File: src/rtl/mux8_tdm_tx.sv
`default_nettype none
// ============================================================================
//  Module   : mux8_tdm_tx
//  Purpose  : 8-channel time-division multiplexer transmitter. A load in
//             IDLE captures the 8-bit word D; the word is then sent one bit
//             per enabled cycle on Y, with S naming the channel (slot) so a
//             far-end 1-to-8 demux can steer the bit. frame marks slot 0 and
//             done pulses once when the frame completes.
//  Option   : `define MUX8_TDM_PARITY_EN appends one even-parity cycle
//             (Y = ^Dreg, S = 7, frame = 0) after slot 7.
//  Ports    : clk   - rising-edge clock
//             rst   - synchronous active-high reset
//             En    - global enable; low freezes the block
//             load  - capture D and start a frame (only while ready)
//             D     - parallel channel data, D[k] sent in slot k
//             ready - idle and able to accept a load
//             Y     - serial data bit
//             S     - current slot / channel index
//             valid - Y and S are meaningful this cycle
//             frame - high in slot 0 only
//             done  - one-cycle pulse when a frame completes
//  Revision : 1.0 - initial release
// ============================================================================
module mux8_tdm_tx (
  input  logic       clk,
  input  logic       rst,
  input  logic       En,
  input  logic       load,
  input  logic [7:0] D,
  output logic       ready,
  output logic       Y,
  output logic [2:0] S,
  output logic       valid,
  output logic       frame,
  output logic       done
);

  typedef enum logic [1:0] {
    IDLE = 2'd0,
    SLOT = 2'd1
`ifdef MUX8_TDM_PARITY_EN
    ,
    PAR  = 2'd2
`endif
  } state_t;

  state_t     state_q, state_d;
  logic [7:0] dreg_q, dreg_d;
  logic [2:0] s_q, s_d;
  logic       y_q, y_d;
  logic       valid_q, valid_d;
  logic       frame_q, frame_d;
  logic       done_q, done_d;
  logic       ready_q, ready_d;

  // State and all outputs are registered together.
  always_ff @(posedge clk) begin
    if (rst) begin
      state_q <= IDLE;
      dreg_q  <= 8'd0;
      s_q     <= 3'd0;
      y_q     <= 1'b0;
      valid_q <= 1'b0;
      frame_q <= 1'b0;
      done_q  <= 1'b0;
      ready_q <= 1'b1;
    end else begin
      state_q <= state_d;
      dreg_q  <= dreg_d;
      s_q     <= s_d;
      y_q     <= y_d;
      valid_q <= valid_d;
      frame_q <= frame_d;
      done_q  <= done_d;
      ready_q <= ready_d;
    end
  end

  // Next-state / next-output logic. The defaults are the frozen (En=0)
  // behaviour: state, slot, data and ready hold while the strobes drop.
  always_comb begin
    state_d = state_q;
    dreg_d  = dreg_q;
    s_d     = s_q;
    ready_d = ready_q;
    y_d     = 1'b0;
    valid_d = 1'b0;
    frame_d = 1'b0;
    done_d  = 1'b0;

    if (En) begin
      case (state_q)
        IDLE: begin
          if (load) begin
            state_d = SLOT;
            dreg_d  = D;
            s_d     = 3'd0;
            y_d     = D[0];
            valid_d = 1'b1;
            frame_d = 1'b1;
            ready_d = 1'b0;
          end
        end

        SLOT: begin
          if (s_q == 3'd7) begin
`ifdef MUX8_TDM_PARITY_EN
            // Slot 7 stays on S during the parity cycle.
            state_d = PAR;
            y_d     = ^dreg_q;
            valid_d = 1'b1;
`else
            state_d = IDLE;
            s_d     = 3'd0;
            ready_d = 1'b1;
            done_d  = 1'b1;
`endif
          end else begin
            // Slot index saturates at 7; slot 0 is only entered from IDLE.
            s_d     = s_q + 3'd1;
            y_d     = dreg_q[s_d];
            valid_d = 1'b1;
          end
        end

`ifdef MUX8_TDM_PARITY_EN
        PAR: begin
          state_d = IDLE;
          s_d     = 3'd0;
          ready_d = 1'b1;
          done_d  = 1'b1;
        end
`endif

        default: begin
          state_d = IDLE;
          s_d     = 3'd0;
          ready_d = 1'b1;
        end
      endcase
    end
  end

  assign ready = ready_q;
  assign Y     = y_q;
  assign S     = s_q;
  assign valid = valid_q;
  assign frame = frame_q;
  assign done  = done_q;

endmodule
`default_nettype wire

File: config.mk
export PLATFORM = sky130hd
export DESIGN_NAME = mux8_tdm_tx
export DESIGN_NICKNAME = d
export VERILOG_FILES = /design/src/rtl/mux8_tdm_tx.sv
export SDC_FILE = /design/constraint.sdc
export NUM_CORES = 1
export LEC_CHECK = 0
export CAP_MARGIN = 20
export CORE_MARGIN = 2
export CORE_UTILIZATION = 40
export DETAILED_ROUTE_END_ITERATION = 12
export HOLD_SLACK_MARGIN = 0.1
export PLACE_DENSITY = 0.71
export RECOVER_POWER = 100
export SYNTH_ARGS = -nofsm -noshare
export SYNTH_HDL_FRONTEND = slang
export SYNTH_SLANG_ARGS = --single-unit
File: constraint.sdc
create_clock -name clk -period 4.6 [get_ports clk]
set_input_delay 1.38 -clock clk [delete_from_list [all_inputs] [get_ports clk]]
set_output_delay 1.38 -clock clk [all_outputs]
set_load 0.005 [all_outputs]
==> report_table.html <==
<table>
<tr><th>Metric</th><th>Value</th></tr>
<tr><th colspan="2">Status</th></tr>
<tr><td>Outcome</td><td>finished clean</td></tr>
<tr><th colspan="2">Floorplanning</th></tr>
<tr><td>Initial core utilization</td><td>between 40% and 50%</td></tr>
<tr><td>Standard-cell rows</td><td>15</td></tr>
<tr><td>Die H</td><td>around 46 um</td></tr>
<tr><td>X dimension of the die</td><td>46.0 um</td></tr>
<tr><td>Core area</td><td>roughly 1700 um2</td></tr>
<tr><td># IOs</td><td>20</td></tr>
<tr><td>Overall die area</td><td>~2100 um2</td></tr>
<tr><th colspan="2">Worst setup path</th></tr>
<tr><td>Crit path arrival time</td><td>1.40 ns</td></tr>
<tr><td>Worst path required time</td><td>between 3 and 4 ns</td></tr>
<tr><td>Critical Path Fanout Max</td><td>7</td></tr>
<tr><td>Category of the worst setup path capture point</td><td>primary output</td></tr>
<tr><td>Worst setup path startpoint</td><td>S[0]</td></tr>
<tr><td>Slowest-stage cell, CP</td><td>sky130_fd_sc_hd__dlygate4sd3_1</td></tr>
<tr><td>Critical path depth</td><td>1</td></tr>
<tr><td>FF-to-FF End</td><td>Y</td></tr>
<tr><td>Crit Reg-Reg Startpoint</td><td>S[0]</td></tr>
<tr><td>Slowest stage delay, CP</td><td>around 0.62 ns</td></tr>
<tr><td>Number of buffers and inverters on the critical path</td><td>1</td></tr>
<tr><td>Category of the most critical setup path</td><td>flop to primary output</td></tr>
<tr><td>Worst path top cell family by delay</td><td>buffers and inverters</td></tr>
<tr><td>Reg2reg setup slack</td><td>about 2.9 ns</td></tr>
<tr><td>Cells along the critical path</td><td>dlygate4sd3_1</td></tr>
<tr><td>Number of cells traversed by the worst register-to-register path</td><td>4</td></tr>
<tr><td>Element type at the critical path start</td><td>flop</td></tr>
<tr><th colspan="2">GRT</th></tr>
<tr><td>First-pass GRT wire length</td><td>2040 um</td></tr>
<tr><td>GR Util All Layers</td><td>between 10% and 20%</td></tr>
<tr><td>Antenna violations before repair</td><td>0</td></tr>
<tr><td>Vias in the first global route</td><td>about 470</td></tr>
<tr><td>Largest net degree at the start of global routing</td><td>19</td></tr>
<tr><td>Total overflow reported by the global router</td><td>0</td></tr>
<tr><th colspan="2">Synth</th></tr>
<tr><td>Post-synthesis sequential element count</td><td>17</td></tr>
<tr><td>Number of distinct library cells after synthesis</td><td>23</td></tr>
<tr><td>Gate count after technology mapping</td><td>70</td></tr>
<tr><td>Multiplexer share of the synthesized area</td><td>between 10% and 20%</td></tr>
<tr><td>Netlist Area Pre-Place</td><td>704 um2</td></tr>
<tr><td>YS warnings</td><td>0</td></tr>
<tr><td>Synth Area in Simple Gates</td><td>17.9%</td></tr>
<tr><td>Main area contributors after synthesis</td><td>sky130_fd_sc_hd__dfxtp_1 48%, sky130_fd_sc_hd__mux2i_1 14%, sky130_fd_sc_hd__nor2_1 5.9%</td></tr>
<tr><td>Seq/Total Area, Yosys</td><td>48.3%</td></tr>
<tr><td>Post-Synthesis Net Count</td><td>84</td></tr>
<tr><td>Complex-gate fraction of the synthesized area</td><td>around a tenth</td></tr>
<tr><td>Dominant combinational cell family by area after synthesis</td><td>simple AND/OR/NAND/NOR gates</td></tr>
<tr><td>Xor/xnor cell area share of the yosys netlist</td><td>0%</td></tr>
<tr><td>Library cell with the largest summed area after synthesis</td><td>sky130_fd_sc_hd__dfxtp_1</td></tr>
<tr><td>Fraction of post-synthesis cell area in the top cell type by area</td><td>between 40% and 50%</td></tr>
<tr><td>Adder and majority gate portion of the synthesized area</td><td>3.55%</td></tr>
<tr><td>Mean post-synth cell area</td><td>10.1 um2</td></tr>
<tr><th colspan="2">Pwr</th></tr>
<tr><td>Switch Pwr</td><td>roughly 0.062 mW</td></tr>
<tr><td>Sequential share of power</td><td>approximately three fifths</td></tr>
<tr><td>Total power per unit cell area</td><td>around 300 nW/um2</td></tr>
<tr><td>Clock network power share</td><td>around 28%</td></tr>
<tr><td>Leakage power figure</td><td>about 0.40 nW</td></tr>
<tr><td>Total internal power</td><td>between 0.2 and 0.25 mW</td></tr>
<tr><td>Max VDD drop</td><td>about 0.17 mV</td></tr>
<tr><td>Sw Share</td><td>22.9%</td></tr>
<tr><td>Share of total power in combinational logic</td><td>12.8%</td></tr>
<tr><th colspan="2">Hold path</th></tr>
<tr><td>Hold_sp</td><td>S[1]</td></tr>
<tr><td>Cell count of the worst hold path</td><td>2</td></tr>
<tr><td>Worst-case hold path end point</td><td>S[1]</td></tr>
<tr><td>Class of the tightest hold or removal check</td><td>flop to flop</td></tr>
<tr><th colspan="2">Cells and area</th></tr>
<tr><td>Final core utilization</td><td>between 50 and 60%</td></tr>
<tr><td>Total Nets Final</td><td>approximately 100</td></tr>
<tr><td>Area used by multi-input combinational logic</td><td>344 um2</td></tr>
<tr><td>Reg area</td><td>around 340 um2</td></tr>
<tr><td>Count of inserted antenna diode cells</td><td>0</td></tr>
<tr><td>Post-route non-filler standard cell count</td><td>106</td></tr>
<tr><td>Post-synthesis to final-layout area growth</td><td>30.9%</td></tr>
<tr><td>Fraction of final layout cells sized beyond drive strength 1</td><td>6.74%</td></tr>
<tr><td>Fill cells</td><td>154</td></tr>
<tr><th colspan="2">Placed design</th></tr>
<tr><td>Number of port buffers</td><td>19</td></tr>
<tr><td>Placed wire-length estimate</td><td>926 um</td></tr>
<tr><td>Cell Count Post-Placement</td><td>between 100 and 150</td></tr>
<tr><td>Final GP Congestion</td><td>0.770</td></tr>
<tr><th colspan="2">Timing</th></tr>
<tr><td>Setup violation total in the final timing report</td><td>0</td></tr>
<tr><td>Final Max Tran Viols</td><td>0</td></tr>
<tr><td>Post-route clock skew</td><td>approximately 0.0069 ns</td></tr>
<tr><td>Setup repair after global routing missed its margin</td><td>no</td></tr>
<tr><td>Worst relative slew slack</td><td>between 50% and 60%</td></tr>
<tr><td>Achievable clock frequency</td><td>roughly 360 MHz</td></tr>
<tr><td>Count of endpoints failing hold in the final timing report</td><td>0</td></tr>
<tr><td>Setup TNS</td><td>0 ns</td></tr>
<tr><td>Clock period minus final worst setup slack</td><td>2.78 ns</td></tr>
<tr><td>Part of the cycle the worst path needs</td><td>about three fifths</td></tr>
<tr><td>Transition time at the pin with the least slew margin</td><td>~0.60 ns</td></tr>
<tr><th colspan="2">Detailed routing</th></tr>
<tr><td>Detailed-route via count</td><td>approximately 540</td></tr>
<tr><td>Via density</td><td>around 5.1</td></tr>
<tr><td>Detailed-route wire length per cell</td><td>roughly 12 um</td></tr>
<tr><td>Iteration count of the initial detailed-routing pass</td><td>3</td></tr>
<tr><td>Final ANT Viol Nets</td><td>0</td></tr>
<tr><td>Final wirelength</td><td>1230 um</td></tr>
<tr><td>Number of design rule violations left after detail routing</td><td>0</td></tr>
<tr><td>DR iter-0 viols</td><td>7</td></tr>
<tr><th colspan="2">CTS</th></tr>
<tr><td>Number of buffers added by the clock tree synthesis step</td><td>3</td></tr>
<tr><td>Max clock buf depth</td><td>2</td></tr>
<tr><td>CTS clk-pin slew, worst paths</td><td>~0.080 ns</td></tr>
<tr><td>Clk sink count</td><td>17</td></tr>
<tr><td>TritonCTS clock tree</td><td>yes</td></tr>
<tr><td>Buffer cell driving the clock tree root</td><td>sky130_fd_sc_hd__clkbuf_4</td></tr>
<tr><td>Count of buffers added by post-CTS timing repair for setup</td><td>0</td></tr>
<tr><td>CTS-repair resized insts</td><td>0</td></tr>
<tr><td>Post-CTS Hold Fix Bufs</td><td>0</td></tr>
<tr><td>Source-to-sink clock delay at the later pin of the worst-skew pair</td><td>~0.29 ns</td></tr>
<tr><td>Maximum level of the CTS H-tree</td><td>1</td></tr>
<tr><th colspan="2">Run</th></tr>
<tr><td>Number of max-cap violations</td><td>0</td></tr>
</table>
-- layout by cell type, fill, tap and decap left out, types with 2 or more instances in the layout --
master and instances:
sky130_fd_sc_hd__nor2_1 11, sky130_fd_sc_hd__a21oi_1 5, sky130_fd_sc_hd__ha_1 2, sky130_fd_sc_hd__dlygate4sd3_1 10, sky130_fd_sc_hd__nand2_1 6, sky130_fd_sc_hd__nor3b_1 2, sky130_fd_sc_hd__nand3b_1 2, sky130_fd_sc_hd__clkbuf_4 3
sky130_fd_sc_hd__mux2i_1 10, sky130_fd_sc_hd__dfxtp_1 17, sky130_fd_sc_hd__clkdlybuf4s50_1 9
-- state kept, by name, summed over array words and instances (netlist names) --
signal	cells
S	3
Y	1
done	1
dreg_q	8
frame	1
ready	1
state_q	1
valid	1
-- worst max path at each step --
stage / end / slack [ns]
2_1_floorplan: dreg_q[0] / 2.45
3_3_place_gp: Y / 1.67
3_5_place_dp: Y / 1.64
4_1_cts: S[0] / 1.84
5_1_grt: Y / 1.72
6_report: S[0] / 1.82
-- stage by stage --
stage / setup slack [ns] / instance area [um2] / power [mW] / hold slack (ns)
after floorplan: 2.45 / 704 / 0.181 / 0.458
after global placement: 1.67 / 896 / 0.197 / 0.473
after detailed placement: 1.64 / 896 / 0.198 / 0.479
after CTS: 1.84 / 922 / 0.276 / 0.491
after global routing: 1.72 / 922 / 0.285 / 0.523
final: 1.82 / 922 / 0.270 / 0.484
-- power groups by stage --
| stage | logic [mW] | registers, mW | clock network, mW |
|---|---|---|---|
| after floorplan | 0.0197 | 0.161 | 0 |
| after global placement | 0.0354 | 0.162 | 0 |
| after detailed placement | 0.0361 | 0.162 | 0 |
| after CTS | 0.0363 | 0.159 | 0.0809 |
| after global routing | 0.0381 | 0.160 | 0.0870 |
| final | 0.0345 | 0.158 | 0.0770 |
-- cell type report --
type	instances	share of cell area [%]
multi-input combinational	49	37.3
tap	17	2.31
clock buffer	4	2.85
timing repair buffer	19	20.6
sequential	17	36.9
-- cells by family after synthesis --
| group | count (synthesis) |
|---|---|
| AOI/OAI and AO/OA | 10 |
| adders and majority gates | 2 |
| buffers and inverters | 4 |
| DFF | 17 |
| muxes | 11 |
| and+or+nand+nor | 26 |
-- cells in the mapped netlist --
| master | number |
|---|---|
| sky130_fd_sc_hd__nand3b_1 | 2 |
| sky130_fd_sc_hd__nor2_1 | 11 |
| sky130_fd_sc_hd__a21oi_1 | 5 |
| sky130_fd_sc_hd__nand2b_1 | 1 |
| sky130_fd_sc_hd__dfxtp_1 | 17 |
| sky130_fd_sc_hd__mux4_2 | 1 |
| sky130_fd_sc_hd__a32oi_1 | 1 |
| sky130_fd_sc_hd__nand2_1 | 6 |
| sky130_fd_sc_hd__o21bai_1 | 1 |
| sky130_fd_sc_hd__buf_1 | 1 |
| sky130_fd_sc_hd__buf_4 | 1 |
| sky130_fd_sc_hd__o21ai_0 | 1 |
| sky130_fd_sc_hd__nor3b_1 | 2 |
| sky130_fd_sc_hd__mux2i_1 | 10 |
| sky130_fd_sc_hd__a31o_1 | 1 |
| sky130_fd_sc_hd__clkbuf_1 | 1 |
| sky130_fd_sc_hd__nand4b_1 | 1 |
| sky130_fd_sc_hd__or3_1 | 1 |
| sky130_fd_sc_hd__or2_2 | 1 |
| sky130_fd_sc_hd__nor3_1 | 1 |
| sky130_fd_sc_hd__clkbuf_2 | 1 |
| sky130_fd_sc_hd__ha_1 | 2 |
| sky130_fd_sc_hd__a2111oi_2 | 1 |
-- worst reg2reg max path, cell delays in order, from the launching register on --
cell and delay [ns]:
sky130_fd_sc_hd__dfxtp_1 0.40, sky130_fd_sc_hd__ha_1 0.41, sky130_fd_sc_hd__mux4_2 0.51, sky130_fd_sc_hd__nand2b_1 0.15, sky130_fd_sc_hd__a31o_1 0.16
-- routing by layer --
layer / vias to the layer above / wire length (um) / global-route usage [%]
li1: 288 / - / -
met1: 236 / 588 / 17.6
met2: 13 / 564 / 21.4
met4: 0 / 25 / 8.57
met3: 4 / 50 / 2.38
met5: - / 0 / 0
Power figures use the tool's default switching activity.
